--- src/rtl/uart_stream_pkg.sv ---
// Shared definitions for the register-file UART streamer.
//   SOF_FULL / SOF_DELTA : header byte for full / delta frames
//   EOF_BYTE             : end-of-payload marker
//   frame_state_e        : frame sequencing states
//   bytes_per_reg()      : payload bytes per register (XLEN / 8)
package uart_stream_pkg;

  localparam logic [7:0] SOF_FULL  = 8'hA5;
  localparam logic [7:0] SOF_DELTA = 8'hA6;
  localparam logic [7:0] EOF_BYTE  = 8'h5A;

  typedef enum logic [2:0] {
    StIdle,
    StHdr,
    StScan,
    StIdx,
    StData,
    StEof,
    StCsum
  } frame_state_e;

  function automatic int unsigned bytes_per_reg(input int unsigned xlen);
    return xlen / 8;
  endfunction

endpackage

--- src/rtl/uart_tx_byte.sv ---
// 8N1 UART byte serializer.
//   clk_i    : clock
//   rst_ni   : asynchronous active-low reset
//   start_i  : load byte_i and begin the start bit next cycle (ignored while busy)
//   byte_i   : byte to send, LSB first
//   tx_o     : serial line, idles high
//   done_o   : one-cycle pulse during the final cycle of the stop bit
module uart_tx_byte #(
  parameter int unsigned CLKS_PER_BIT = 104
) (
  input  logic       clk_i,
  input  logic       rst_ni,
  input  logic       start_i,
  input  logic [7:0] byte_i,
  output logic       tx_o,
  output logic       done_o
);

  localparam int unsigned BaudW = $clog2(CLKS_PER_BIT);

  logic             busy_q, busy_d;
  logic [3:0]       bit_q, bit_d;
  logic [BaudW-1:0] baud_q, baud_d;
  logic [8:0]       shift_q, shift_d;
  logic             tx_q, tx_d;
  logic             baud_end;

  assign baud_end = (baud_q == BaudW'(CLKS_PER_BIT - 1));
  assign tx_o     = tx_q;

  // bit_q: 0 = start bit, 1..8 = data bits, 9 = stop bit.
  always_comb begin
    busy_d  = busy_q;
    bit_d   = bit_q;
    baud_d  = baud_q;
    shift_d = shift_q;
    tx_d    = tx_q;
    done_o  = busy_q && baud_end && (bit_q == 4'd9);
    if (!busy_q) begin
      if (start_i) begin
        busy_d  = 1'b1;
        shift_d = {1'b1, byte_i};
        tx_d    = 1'b0;
        bit_d   = '0;
        baud_d  = '0;
      end
    end else if (baud_end) begin
      baud_d = '0;
      if (bit_q == 4'd9) begin
        busy_d = 1'b0;
        tx_d   = 1'b1;
      end else begin
        bit_d   = bit_q + 4'd1;
        tx_d    = shift_q[0];
        shift_d = {1'b1, shift_q[8:1]};
      end
    end else begin
      baud_d = baud_q + BaudW'(1);
    end
  end

  always_ff @(posedge clk_i or negedge rst_ni) begin
    if (!rst_ni) begin
      busy_q  <= 1'b0;
      bit_q   <= '0;
      baud_q  <= '0;
      shift_q <= '1;
      tx_q    <= 1'b1;
    end else begin
      busy_q  <= busy_d;
      bit_q   <= bit_d;
      baud_q  <= baud_d;
      shift_q <= shift_d;
      tx_q    <= tx_d;
    end
  end

endmodule

--- src/rtl/uart_regfile_streamer.sv ---
// Snapshots an NREGS x XLEN register file and streams it as an 8N1 UART frame:
// header, payload (full: every register; delta: changed registers tagged with
// their index), end marker, XOR checksum.
//   clk12    : clock
//   rstn     : asynchronous active-low reset
//   reg_file : flattened register file, register i at [XLEN*i +: XLEN]
//   do_write : level frame request, sampled in IDLE
//   delta    : frame mode sampled with do_write (0 full, 1 delta)
//   tx       : UART line, idles high
//   ready    : high while IDLE
module uart_regfile_streamer
  import uart_stream_pkg::*;
#(
  parameter int unsigned XLEN         = 32,
  parameter int unsigned NREGS        = 32,
  parameter int unsigned CLKS_PER_BIT = 104
) (
  input  logic                  clk12,
  input  logic                  rstn,
  input  logic [NREGS*XLEN-1:0] reg_file,
  input  logic                  do_write,
  input  logic                  delta,
  output logic                  tx,
  output logic                  ready
);

  localparam int unsigned Bpr  = bytes_per_reg(XLEN);
  localparam int unsigned BcW  = (Bpr > 1) ? $clog2(Bpr) : 1;
  localparam int unsigned IdxW = $clog2(NREGS + 1);

  frame_state_e          state_q, state_d;
  logic                  launch_q, launch_d;
  logic [IdxW-1:0]       idx_q, idx_d;
  logic [BcW-1:0]        bcnt_q, bcnt_d;
  logic [7:0]            csum_q, csum_d;
  logic                  mode_q, mode_d;
  logic [NREGS*XLEN-1:0] snap_q, shadow_q;
  logic                  snap_load, shadow_load;

  logic                  start, done;
  logic [7:0]            tx_byte, data_byte;
  logic [XLEN-1:0]       cur_snap, cur_shadow;

  // Register and byte selection; idx_q == NREGS selects nothing.
  always_comb begin
    cur_snap   = '0;
    cur_shadow = '0;
    for (int unsigned r = 0; r < NREGS; r++) begin
      if (idx_q == IdxW'(r)) begin
        cur_snap   = snap_q[XLEN*r +: XLEN];
        cur_shadow = shadow_q[XLEN*r +: XLEN];
      end
    end
    data_byte = '0;
    for (int unsigned b = 0; b < Bpr; b++) begin
      if (bcnt_q == BcW'(b)) data_byte = cur_snap[8*b +: 8];
    end
  end

  // Each byte state either launches its byte (launch_q) or waits for done.
  // SCAN launches directly so a sent register adds no extra gap cycle.
  always_comb begin
    state_d     = state_q;
    launch_d    = 1'b0;
    idx_d       = idx_q;
    bcnt_d      = bcnt_q;
    csum_d      = csum_q;
    mode_d      = mode_q;
    snap_load   = 1'b0;
    shadow_load = 1'b0;
    start       = 1'b0;
    tx_byte     = '0;
    unique case (state_q)
      StIdle: begin
        tx_byte = delta ? SOF_DELTA : SOF_FULL;
        if (do_write) begin
          start     = 1'b1;
          snap_load = 1'b1;
          mode_d    = delta;
          idx_d     = '0;
          bcnt_d    = '0;
          state_d   = StHdr;
        end
      end
      StHdr: begin
        if (done) state_d = StScan;
      end
      StScan: begin
        if (idx_q == IdxW'(NREGS)) begin
          tx_byte = EOF_BYTE;
          start   = 1'b1;
          state_d = StEof;
        end else if (!mode_q || (cur_snap != cur_shadow)) begin
          start = 1'b1;
          if (mode_q) begin
            tx_byte = 8'(idx_q);
            state_d = StIdx;
          end else begin
            tx_byte = data_byte;
            state_d = StData;
          end
        end else begin
          idx_d = idx_q + IdxW'(1);
        end
      end
      StIdx: begin
        if (done) begin
          state_d  = StData;
          launch_d = 1'b1;
        end
      end
      StData: begin
        tx_byte = data_byte;
        if (launch_q) begin
          start = 1'b1;
        end else if (done) begin
          if (bcnt_q == BcW'(Bpr - 1)) begin
            bcnt_d  = '0;
            idx_d   = idx_q + IdxW'(1);
            state_d = StScan;
          end else begin
            bcnt_d   = bcnt_q + BcW'(1);
            launch_d = 1'b1;
          end
        end
      end
      StEof: begin
        if (done) begin
          state_d  = StCsum;
          launch_d = 1'b1;
        end
      end
      StCsum: begin
        tx_byte = csum_q;
        if (launch_q) begin
          start = 1'b1;
        end else if (done) begin
          shadow_load = 1'b1;
          state_d     = StIdle;
        end
      end
      default: state_d = StIdle;
    endcase
    // Checksum covers every byte from the header through EOF.
    if (start && (state_q != StCsum)) begin
      csum_d = (state_q == StIdle) ? tx_byte : (csum_q ^ tx_byte);
    end
  end

  always_ff @(posedge clk12 or negedge rstn) begin
    if (!rstn) begin
      state_q  <= StIdle;
      launch_q <= 1'b0;
      idx_q    <= '0;
      bcnt_q   <= '0;
      csum_q   <= '0;
      mode_q   <= 1'b0;
      snap_q   <= '0;
      shadow_q <= '0;
    end else begin
      state_q  <= state_d;
      launch_q <= launch_d;
      idx_q    <= idx_d;
      bcnt_q   <= bcnt_d;
      csum_q   <= csum_d;
      mode_q   <= mode_d;
      if (snap_load)   snap_q   <= reg_file;
      if (shadow_load) shadow_q <= snap_q;
    end
  end

  assign ready = (state_q == StIdle);

  uart_tx_byte #(
    .CLKS_PER_BIT(CLKS_PER_BIT)
  ) u_tx_byte (
    .clk_i  (clk12),
    .rst_ni (rstn),
    .start_i(start),
    .byte_i (tx_byte),
    .tx_o   (tx),
    .done_o (done)
  );

endmodule
--- config.mk ---
export PLATFORM = sky130hd
export DESIGN_NAME = uart_regfile_streamer
export DESIGN_NICKNAME = d
export VERILOG_FILES = /design/src/rtl/uart_stream_pkg.sv /design/src/rtl/uart_tx_byte.sv /design/src/rtl/uart_regfile_streamer.sv
export SDC_FILE = /design/constraint.sdc
export NUM_CORES = 2
export LEC_CHECK = 0
export ABC_AREA = 1
export CAP_MARGIN = 20
export CORE_ASPECT_RATIO = 2
export CORE_MARGIN = 1
export CORE_UTILIZATION = 25
export DETAILED_ROUTE_END_ITERATION = 6
export PLACE_DENSITY = 0.47
export SLEW_MARGIN = 20
export SYNTH_ARGS = -nofsm -noshare
export SYNTH_HDL_FRONTEND = slang
export SYNTH_HIERARCHICAL = 1
export SYNTH_SLANG_ARGS = --single-unit
--- constraint.sdc ---
create_clock -name clk12 -period 5.5 [get_ports clk12]
set_clock_uncertainty 0.15 [all_clocks]
set_input_delay 0.825 -clock clk12 [delete_from_list [all_inputs] [get_ports clk12]]
set_output_delay 0.825 -clock clk12 [all_outputs]
set_load 0.1 [all_outputs]
==> flow_metrics.env <==
export IMPL_area_growth_pct=34.99
export IMPL_rsz0062_at_grt="true"
export IMPL_final_antenna_net_count=0
export IMPL_setup_worst_path_start_class="flip-flop"
export IMPL_ff2ff_setup_slack_ns=-0.67
export IMPL_cts_tree="built"
export IMPL_r2r_start="idx_q[1]"
export IMPL_wl_per_cell_um=23.87
export IMPL_cts_sinks=2090
export IMPL_grt_pass1_vias=91847
export IMPL_gr_usage_all_layers_pct=23.12
export IMPL_critical_path_peak_fanout=8
export IMPL_p_per_area_nw_per_um2=238.0
export IMPL_cp_end_kind="flip-flop"
export IMPL_nets=15487
export IMPL_globalplace_congestion=0.9579
export IMPL_synth_top_area_share_pct=52.36
export IMPL_finalCritPeriodShare_pct=112.1
export IMPL_vias_per_cell=4.630
export IMPL_grt_max_degree=234
export IMPL_cts_buffers=214
export IMPL_hpwl_um=361900
export IMPL_finalHoldViolations=0
export IMPL_async_reset_ff_share_pct=100.0
export IMPL_yosysMostFrequentCell="nand2_1"
export IMPL_irDropWorstVdd_uv=271.6
export IMPL_worst_path_most_repeated_cell="nand2_2"
export IMPL_drtIter0Drc=7738
export IMPL_wl_um=475000
export IMPL_io_pins=1030
export IMPL_pre_cts_slack_ns=-1.622
export IMPL_fin_ws_ns=-0.6656
export IMPL_core_um2=396100
export IMPL_period_needed_ns=6.166
export IMPL_outcome="complete, but fails checks"
export IMPL_finalPower_mw=31.95
export IMPL_worst_pin_slew_ns=1.093
export IMPL_worstHoldPathCells=3
export IMPL_fmax_ghz=0.1622
export IMPL_critPathArrivalTime_ns=6.83
export IMPL_cts_max_path_buffers=4
export IMPL_grt_pass1_wl_um=667800
export IMPL_r2r_worst_path_cells=53
export IMPL_holdPathEnd="snap_q[889]"
export IMPL_yosysUniqueCellTypes=44
export IMPL_p_leak_nw=64.12
export IMPL_htree_levels=4
export IMPL_slew_limit_headroom_pct=27.11
export IMPL_synth_top_area_cell="dfrtp_1"
export IMPL_hold_path_startpoint="reg_file[889]"
export IMPL_finalSetupViolCount=38
export IMPL_fp_dieW_um=448.0
export IMPL_insertion_delay_ns=0.96
export IMPL_dominantRegCellSynth="dfrtp_1"
export IMPL_vias=92144
export IMPL_synth_edf_count=0
export IMPL_antenna_found_initial=44
export IMPL_r2r_end="u_tx_byte/bit_q[0]"
export IMPL_crit_path_top_delay_cell="dfrtp_1"
export IMPL_fin_area_um2=134200
export IMPL_drtPass1Iterations=6
export IMPL_avgSynthCellArea_um2=7.601
export IMPL_synthTopCellsByArea="dfrtp_1 (52%), nand2_1 (17%), o21ai_0 (12%)"
export IMPL_root_buffer="clkbuf_16"
export IMPL_synth_nets=14123
export IMPL_cap_violations=0
export IMPL_design_die_area_um2=400500
export IMPL_netlist_area_um2=99450
export IMPL_seq_area_frac_synth_pct=52.60
export IMPL_synth_seq_cells=2090
export IMPL_drc=0
export IMPL_critPathKind="flip-flop to flip-flop"
export IMPL_yosys_top_cells_count="nand2_1 (4,462), o21ai_0 (2,370), dfrtp_1 (2,081)"
export IMPL_io_buffers=1029
export IMPL_drive_gt1_share_pct=15.39
export IMPL_yosys_warnings=6
export IMPL_violations="negative setup slack"
export IMPL_rows=327
export IMPL_placed_area_um2=122600
export IMPL_grt_overflow=0
export IMPL_worstPathRequired_ns=6.16
export IMPL_netlist_instances=13084
export IMPL_min_path_type="primary input to flip-flop"
export IMPL_max_stage_delay_ns=0.40
export IMPL_clkTransAtPathRegs_ns=0.06
export IMPL_initial_core_util_pct=25.11
export IMPL_finalMaxSlewViolations=0
export IMPL_die_h_um=894.0
-- metrics by stage --
step                      util [%]  hold WS, ns  TNS (ns)  std cells
final                        33.89       0.2847    -20.58      19901
after global placement       30.95       0.3072    -55.14      19423
after detailed placement     30.95       0.3150    -56.39      19423
after global routing         33.89       0.2485    -31.54      19897
after CTS                    33.34       0.1912    -24.62      19859
after floorplan                  -       0.2955         0      13084
-- state kept, by name, summed over array words and instances, names as in the netlist --
signal and flops:
shadow_q 1024, snap_q 1024, csum_q 8, u_tx_byte/shift_q 8, u_tx_byte/baud_q 7, idx_q 6, u_tx_byte/bit_q 4, state_q 3
bcnt_q 2, launch_q 1, mode_q 1, u_tx_byte/busy_q 1, u_tx_byte/tx_o 1
-- cell families (layout without fill, tap and decap cells) --
kind of cell | Yosys count | after routing | share of synthesized area, %
and+or+nand+nor | 5619 | 5619 | 22.72
adders and majority gates | 11 | 11 | 0.1384
other | 0 | 29 | 0
AOI/OAI and AO/OA | 3036 | 3036 | 15.48
buffers and inverters | 2322 | 3846 | 9.011
DFF | 2090 | 2090 | 52.60
xor gates and xnor gates | 6 | 6 | 0.05284
-- per-layer routing --
metal / vias up / global-route usage [%] / part of all wire, %
met5: - / 0 / 0.012
met4: 8 / 16.27 / 8.2
met3: 697 / 2.276 / 4.5
met2: 2817 / 38.26 / 47
met1: 44694 / 28.07 / 40
li1: 43928 / - / -
-- cell type report --
class / count / area [µm²]
repair inverters: 1 / 7.507
well taps: 5264 / 6586
clock inverters: 66 / 815.8
repair buffers: 1977 / 20950
diodes: 29 / 72.57
multi-input cells: 8672 / 41650
inverters: 1492 / 5640
flip-flops and latches: 2090 / 52310
clock buffers: 310 / 6206
fillers: 42418 / 261800
-- worst max path at each step --
stage / from / slack (ns) / endpoint
after floorplan: idx_q[0] / 0.92 / u_tx_byte/bit_q[0]
final: idx_q[1] / -0.67 / u_tx_byte/bit_q[0]
after global routing: idx_q[2] / -0.97 / u_tx_byte/shift_q[4]
after global placement: idx_q[3] / -1.61 / u_tx_byte/bit_q[0]
after detailed placement: idx_q[0] / -1.62 / u_tx_byte/bit_q[0]
after CTS: idx_q[3] / -0.78 / u_tx_byte/bit_q[0]
-- power breakdown --
group / switching (mW) / internal (mW)
Combinational: 0.570 / 0.666
Clock: 6.86 / 8.49
Sequential: 0 / 15.4
-- critical path: cells and delay by family (launching register included) --
family,cells,cell delay [ns]
AOI/OAI and AO/OA,6,0.85
adders and majority gates,1,0.16
buffers and inverters,9,1.26
DFF,1,0.40
and+or+nand+nor,37,3.21
-- cells in the final DEF (no fill, tap or decap), drive strengths merged --
master / count
o211ai: 41
nand3b: 27
a22oi: 4
xnor2: 2
dfstp: 9
diode: 29
xor2: 4
o221ai: 6
inv: 1496
o22ai: 18
nand2: 4468
a2111oi: 1
clkinvlp: 9
bufbuf: 3
nor3: 6
dlygate4sd3: 1
o21bai: 3
nand4: 23
clkbuf: 316
dfrtp: 2081
buf: 941
o31ai: 1
a21oi: 511
o21ai: 2440
clkdlybuf4s50: 1026
ha: 11
nor4: 1
or2: 150
clkinv: 40
a21o: 4
bufinv: 14
a221oi: 2
nand3: 610
nor2: 334
a31oi: 5
-- timing repair --
action | 4_1_cts | 5_1_grt
cloned | 9 | 3
setup endpoints to repair | 38 | 38
buffers inserted | 54 | 15
endpoints found under the hold margin | 39 | 0
hold buffers | 1 | 0
resized for setup | 480 | 523
pin swaps | 138 | 308
Note: power is estimated with default switching activity, not from simulation.
